[config.mk]
export PLATFORM = sky130hd
export DESIGN_NAME = ysyx_22050612_ifu
export DESIGN_NICKNAME = d
export VERILOG_FILES = /design/src/rtl/ysyx_22050612_ifu.sv
export SDC_FILE = /design/constraint.sdc
export NUM_CORES = 1
export LEC_CHECK = 0
export CORE_MARGIN = 2
export CORE_UTILIZATION = 41
export DETAILED_ROUTE_END_ITERATION = 16
export PLACE_DENSITY_LB_ADDON = 0.3
export SYNTH_ARGS = -nofsm -noshare
export SYNTH_HDL_FRONTEND = slang
export SYNTH_SLANG_ARGS = --single-unit
[constraint.sdc]
create_clock -name clk -period 3 [get_ports clk]
set_input_delay 0.6 -clock clk [delete_from_list [all_inputs] [get_ports clk]]
set_output_delay 0.6 -clock clk [all_outputs]
set_load 0.005 [all_outputs]
[src/rtl/ysyx_22050612_ifu.sv]
// ---------------------------------------------------------------------------
// ysyx_22050612_ifu -- instruction fetch unit of the multi-cycle RV64 core.
//
// Owns the architectural PC. Each step fetches one instruction from memory,
// hands it with its PC to decode/execute, then waits for execute to return
// the next PC (dnpc). There is no speculation: one instruction in flight.
//
// Ports:
//   clk, rst_n            clock (rising edge), asynchronous active-low reset
//   imem_req_valid/ready  fetch request handshake, imem_req_addr = pc
//   imem_rsp_valid        single-cycle response pulse with imem_rsp_data and
//                         imem_rsp_err (access fault)
//   inst_valid/ready      instruction handoff to downstream, carrying inst,
//                         inst_pc and inst_fault (misaligned PC or access fault)
//   npc_valid, npc        next PC committed by execute (single-cycle pulse)
//   perf_fetch_cnt        (optional) instructions handed downstream
//   perf_stall_cnt        (optional) cycles waiting on memory
//
// Handshake rule for every valid/ready pair in this block: a transfer happens
// on the rising edge where valid and ready are both 1; while valid is 1 and
// ready is 0 the payload is held unchanged.
//
// Optional feature: define YSYX_22050612_IFU_PERF_CNT_EN to add the two 64-bit
// performance counters. Without it the ports and counters are absent and the
// fetch behaviour is identical.
// ---------------------------------------------------------------------------
module ysyx_22050612_ifu #(
   parameter int                ADDR_W   = 64,
   parameter int                INST_W   = 32,
   parameter logic [ADDR_W-1:0] RESET_PC = 64'h0000_0000_8000_0000
) (
   input  logic              clk,
   input  logic              rst_n,
   output logic              imem_req_valid,
   input  logic              imem_req_ready,
   output logic [ADDR_W-1:0] imem_req_addr,
   input  logic              imem_rsp_valid,
   input  logic [INST_W-1:0] imem_rsp_data,
   input  logic              imem_rsp_err,
   output logic              inst_valid,
   input  logic              inst_ready,
   output logic [INST_W-1:0] inst,
   output logic [ADDR_W-1:0] inst_pc,
   output logic              inst_fault,
   input  logic              npc_valid,
   input  logic [ADDR_W-1:0] npc
`ifdef YSYX_22050612_IFU_PERF_CNT_EN
   ,
   output logic [63:0]       perf_fetch_cnt,
   output logic [63:0]       perf_stall_cnt
`endif
);

   typedef enum logic [2:0] {
      IDLE = 3'd0,
      REQ  = 3'd1,
      WAIT = 3'd2,
      HOLD = 3'd3,
      NPC  = 3'd4
   } state_t;

   state_t            state_q;
   state_t            state_d;
   logic [ADDR_W-1:0] pc_q;
   logic [INST_W-1:0] inst_q;
   logic              fault_q;
   logic              misaligned;

   // pc is a register, so this flag is registered state: an address that
   // arrives misaligned is known the moment it enters REQ, and no request
   // is ever presented to memory for it.
   assign misaligned = |pc_q[1:0];

   // Valid outputs depend on registered state only, never on an input.
   assign imem_req_valid = (state_q == REQ) && !misaligned;
   assign inst_valid     = (state_q == HOLD);
   assign imem_req_addr  = pc_q;
   assign inst_pc        = pc_q;
   assign inst           = inst_q;
   assign inst_fault     = fault_q;

   // Next-state decode.
   always_comb begin
      state_d = state_q;
      unique case (state_q)
         IDLE: state_d = REQ;
         REQ: begin
            if (misaligned)          state_d = HOLD;
            else if (imem_req_ready) state_d = WAIT;
         end
         WAIT: if (imem_rsp_valid) state_d = HOLD;
         HOLD: if (inst_ready)     state_d = NPC;
         NPC:  if (npc_valid)      state_d = REQ;
         default: state_d = IDLE;
      endcase
   end

   always_ff @(posedge clk or negedge rst_n) begin
      if (!rst_n) begin
         state_q <= IDLE;
      end else begin
         state_q <= state_d;
      end
   end

   // PC and the instruction payload. The response is only sampled in WAIT,
   // which the request handshake enters one cycle later, so a response can
   // never be taken in the same cycle as its request.
   always_ff @(posedge clk or negedge rst_n) begin
      if (!rst_n) begin
         pc_q    <= RESET_PC;
         inst_q  <= '0;
         fault_q <= 1'b0;
      end else begin
         if (state_q == REQ && misaligned) begin
            inst_q  <= '0;
            fault_q <= 1'b1;
         end
         if (state_q == WAIT && imem_rsp_valid) begin
            inst_q  <= imem_rsp_data;
            fault_q <= imem_rsp_err;
         end
         // npc is taken verbatim; alignment is execute's responsibility.
         if (state_q == NPC && npc_valid) begin
            pc_q <= npc;
         end
      end
   end

`ifdef YSYX_22050612_IFU_PERF_CNT_EN
   logic [63:0] fetch_cnt_q;
   logic [63:0] stall_cnt_q;

   assign perf_fetch_cnt = fetch_cnt_q;
   assign perf_stall_cnt = stall_cnt_q;

   // Both counters wrap naturally at 2^64.
   always_ff @(posedge clk or negedge rst_n) begin
      if (!rst_n) begin
         fetch_cnt_q <= '0;
         stall_cnt_q <= '0;
      end else begin
         if (state_q == HOLD && inst_ready) begin
            fetch_cnt_q <= fetch_cnt_q + 64'd1;
         end
         if ((state_q == REQ && !imem_req_ready) || state_q == WAIT) begin
            stall_cnt_q <= stall_cnt_q + 64'd1;
         end
      end
   end
`endif

endmodule
**After elaboration in Yosys (flattened, before gate mapping)**

Cells that the tools add are included.

- Eq/ne operators: 8
- Muxes and demuxes: 10
- Reductions and logical operators: 9

Operators by type and width:

| cell | number |
|---|---|
| 32-bit 2-to-1 mux | 2 |
| 3-bit 2-to-1 mux | 5 |
| 3-bit one-hot mux with 5 select lines | 1 |
| 3-bit by 2-bit == test with 1-bit output (second input constant) | 2 |
| 1-bit logical AND | 4 |
| 2-bit != test (second input constant) | 2 |
| 4-bit AND reduction | 1 |
| 3-bit by 1-bit == test with 1-bit output (second input constant) | 1 |
| 3-bit == test (second input constant) | 1 |
| 3-bit zero test | 1 |
| 3-bit != test (second input constant) | 1 |
| 1-bit 2-to-1 mux | 2 |
| 2-bit by 1-bit != test with 1-bit output (second input constant) | 1 |
| 2-bit nonzero test | 1 |
| 2-bit OR reduction | 1 |
| 1-bit zero test | 1 |

- Bits in registers: 100
- Input port bits: 103
- Output and inout port bits: 163
- Word-level logic and storage cells: 31

**Logic depth before layout (Yosys ltp)**

- Word-level depth: 4
- Depth in mapped cells: 6
- Mapped depth without buffers: 3

**Worst setup path after synthesis**

OpenSTA, ideal clock, no wires.

- Kind: reg-to-reg
- From: register state_q[0]
- To: register pc_q[0] (netlist: imem_req_addr[0])
- Library setup time: 0.125 ns
- Data arrival time: 1.411 ns
- Required time: 2.875 ns
- Setup slack: 1.464 ns
- Cell stages (with the launch flop): 7
- Buffers on the path: 3
- Period minus slack after synthesis: 1.536 ns
- Cells stage by stage: dfrtp_1 clkbuf_2 nor2_1 and3_1 buf_6 buf_6 mux2_4

- Longest elaborated chain between the ends: 2

Ends and longest elaborated chain:

| what | line | source |
|---|---|---|
| start, declared | 62 | `state_t state_q;` |
| start signal, assigned | 102 | `state_q <= state_d;` |
| 3-bit == test | 124 | `if (state_q == NPC && npc_valid) begin` |
| 1-bit logical AND | 124 |  |
| end signal, assigned | 125 | `pc_q <= npc;` |
| end, declared | 64 | `logic [ADDR_W-1:0] pc_q;` |

Every way passes these cells.
A chain may end at the register's enable or synchronous reset.

**Worst setup path in the final report**

- From: register state_q[1]
- To: output port imem_req_valid

- Longest elaborated chain between the ends: 2

Ends and longest elaborated chain:

| what | line | source |
|---|---|---|
| 3-bit by 1-bit == test with 1-bit output | 75 | `assign imem_req_valid = (state_q == REQ) && !misaligned;` |
| 1-bit logical AND | 75 |  |
| end, declared | 34 | `output logic imem_req_valid,` |

Every way passes these cells.

==> metrics.csv <==
stage,metric,value,unit
die,CORE AREA,10900,um2
yosys,Ys Warns,0,
place,Buffers on Ports,265,
die,IO Pins,266,
pwr,Cell Pwr Density,941,nW/um2
place,Final GP Congestion,0.713,
timing,endpoints failing hold,0,
run_status,status,"finished, final reports clean",
clock_tree,TritonCTS clock tree,built,
detailed_routing,DRT Wirelength,12.2,mm
die,Initial Util,0.422,
detailed_routing,Final ANT Viol Nets,0,
grt,busiest metal layer after global routing,met2,
yosys,Synth Instances,367,
detailed_routing,drt drc,0,
yosys,Synth Area in Adders,0,
yosys,Synth cell types,26,
timing,Slew Limit Fails,0,
clock_tree,hold_buf cts,0,
yosys,Compound-Gate Fraction of Synth Area,0.0450,
hold_path,worst hold path class,in2async,
grt,first-pass GRT wire length,18.1,mm
pwr,Worst VDD drop,474,uV
yosys,ys async rst share,1.00,
clock_tree,CTS clock-pin slew for the worst setup and hold paths,0.07,ns
timing,Tcrit/Tclk final,0.808,
timing,Tmin final,2.42,ns
grt,number of global-route vias before repair,3398,
detailed_routing,wire per inst,17.2,um
worst_setup_path,crit path DAT,1.82,ns
worst_setup_path,Setup CP Type,reg2out,
grt,met1 usage,0.228,
yosys,Mean Syn Cell Area,12.6,um2
yosys,mapped cell area,4620,um2
layout,"leading cell type in the layout, fill and taps excluded",clkdlybuf4s50_1,
yosys,post-synthesis mux area share,0.205,
worst_setup_path,startpoint types,flip-flop,
grt,gr ovfl total,0,
layout,nets@finish,670,
layout,"commonest cells after routing, fill and taps aside","clkdlybuf4s50_1, dfrtp_1, nand2_1",
yosys,"EDFF count, synth",0,
grt,GRT met3 Usage,0.0658,
yosys,Synthesized Nets,470,
timing,post-route setup TNS,0,ns
die,die width,110,um
timing,Hold WS,0.121,ns
grt,met2 Usage GRT,0.341,
worst_setup_path,Worst R2R Setup Slack,1.04,ns
yosys,sequential fraction of the synthesis area,0.542,
worst_setup_path,reg2reg path depth,4,
timing,clock skew,0.00356,ns
yosys,Seq cells post-synth,100,
clock_tree,Num CTS Buffers,9,
grt,largest net degree at the start of global routing,52,
yosys,Synth Area in Simple Gates,0.0729,
timing,Slew headroom,0.469,
layout,Inserted Diodes,0,
clock_tree,CTS HTree Levels,3,
die,Die H,110,um
layout,Sequential cell area,2500,um2
worst_setup_path,Critical Path RT,2.40,ns
layout,fraction of layout cells with a size suffix above 1,0.154,
timing,actual slew at the worst max-slew pin,0.793,ns
worst_setup_path,Setup crit end kind,output port,
clock_tree,Resize count post-CTS,0,
flow_run,Max-Cap Viols,0,
layout,multi-input gate area in the final layout,1520,um2
yosys,Synth Area in XOR/XNOR,0,
worst_setup_path,Worst Path Max Fanout,8,
timing,final setup fails,0,
clock_tree,clk sink count,100,
yosys,ys flop type,dfrtp_1,
layout,Fill cells,844,
detailed_routing,Vias/cell,4.71,
detailed_routing,TritonRoute pass-1 iters,4,
clock_tree,CTS Buffer Depth,2,
timing,Max Freq,413,MHz
clock_tree,Clock Tree Root,clkbuf_16,
place,hpwl dp,9.24,mm
layout,Area Growth Syn to Fin,58.2,%
die,die area,12100,um2
clock_tree,postcts setup bufs,0,
detailed_routing,DR iter-0 viols,116,
detailed_routing,via count,3350,
grt,gr usage total,0.199,
timing,RSZ-0062 raised after global routing,no,
grt,initial antenna violation count,0,
pwr,Leakage,3.12,nW
yosys,largest family of logic cells by synthesized area,multiplexers,
clock_tree,Skew-Pair Late Insertion Delay,0.34,ns
die,# rows,38,
[flip-flops by register name, summed over array words and instances (netlist names)]
signal         flops
imem_req_addr     64
inst              32
inst_fault         1
state_q            3
[layer usage]
layer  routed length, um  up-vias
met1                4520     1627
met5                   0        -
met2                6330      157
met4                 182        0
met3                1180       14
li1                    -     1552
[through the flow]
step | total power [W] | worst slack (ns) | instance area (um2) | utilization | instances
floorplan | 0.00378 | 1.46 | 4620 | - | 367
global placement | 0.00542 | 0.670 | 6940 | 0.634 | 696
detailed placement | 0.00552 | 0.633 | 6940 | 0.634 | 696
CTS | 0.00696 | 0.555 | 7300 | 0.668 | 712
global route | 0.00729 | 0.474 | 7300 | 0.668 | 712
finish | 0.00687 | 0.577 | 7300 | 0.668 | 712
[power breakdown]
part / switching [W] / internal, W
Combinational: 0.000913 / 0.00218
Sequential: 0.000480 / 0.00190
Clock: 0.000500 / 0.000901
Total: 0.00189 / 0.00498
[layout make-up]
class	count	area share
timing repair buffer	273	0.375
sequential	100	0.343
multi-input combinational	182	0.208
clock buffer	10	0.0314
tap	140	0.0240
clock inverter	6	0.0187
inverter	1	0.000514
[cells in the mapped netlist, types with 2 or more instances]
cell | count | area share
mux2_4 | 60 | 0.20
buf_2 | 4 | 0.0043
clkbuf_1 | 5 | 0.0041
buf_6 | 7 | 0.017
o21ai_0 | 4 | 0.0043
o21ai_1 | 28 | 0.030
nand2_1 | 68 | 0.055
nand2b_1 | 2 | 0.0027
nor2_1 | 4 | 0.0033
clkbuf_2 | 4 | 0.0043
mux2_1 | 4 | 0.0098
a2bb2oi_1 | 2 | 0.0038
buf_4 | 64 | 0.10
dfrtp_1 | 99 | 0.54
[kinds of logic (layout without fill, tap and decap cells)]
family                 Yosys count  after routing
and+or+nand+nor                 80             80
muxes                           64             64
buffers and inverters           85            290
DFF                            100            100
AOI/OAI and AO/OA               38             38
[worst paths after layout]
kind | from | to
worst max-delay path | state_q[1]$_DFFE_PN0P_ | imem_req_valid
worst min-delay path | rst_n | inst[23]$_DFFE_PN0P_
worst max register to register | state_q[1]$_DFFE_PN0P_ | imem_req_addr[8]$_DFFE_PN0P_
worst min register to register | inst[9]$_DFFE_PN0P_ | inst[9]$_DFFE_PN0P_
max in group asynchronous | rst_n | imem_req_addr[6]$_DFFE_PN0P_
min in group clk | inst[9]$_DFFE_PN0P_ | inst[9]$_DFFE_PN0P_
[critical path, stage by stage, from the launching register on]
cell	delay, ns
dfrtp_1	0.49
nand2b_1	0.22
nor4_1	0.19
clkdlybuf4s50_1	0.59
Power figures use the tool's default switching activity.
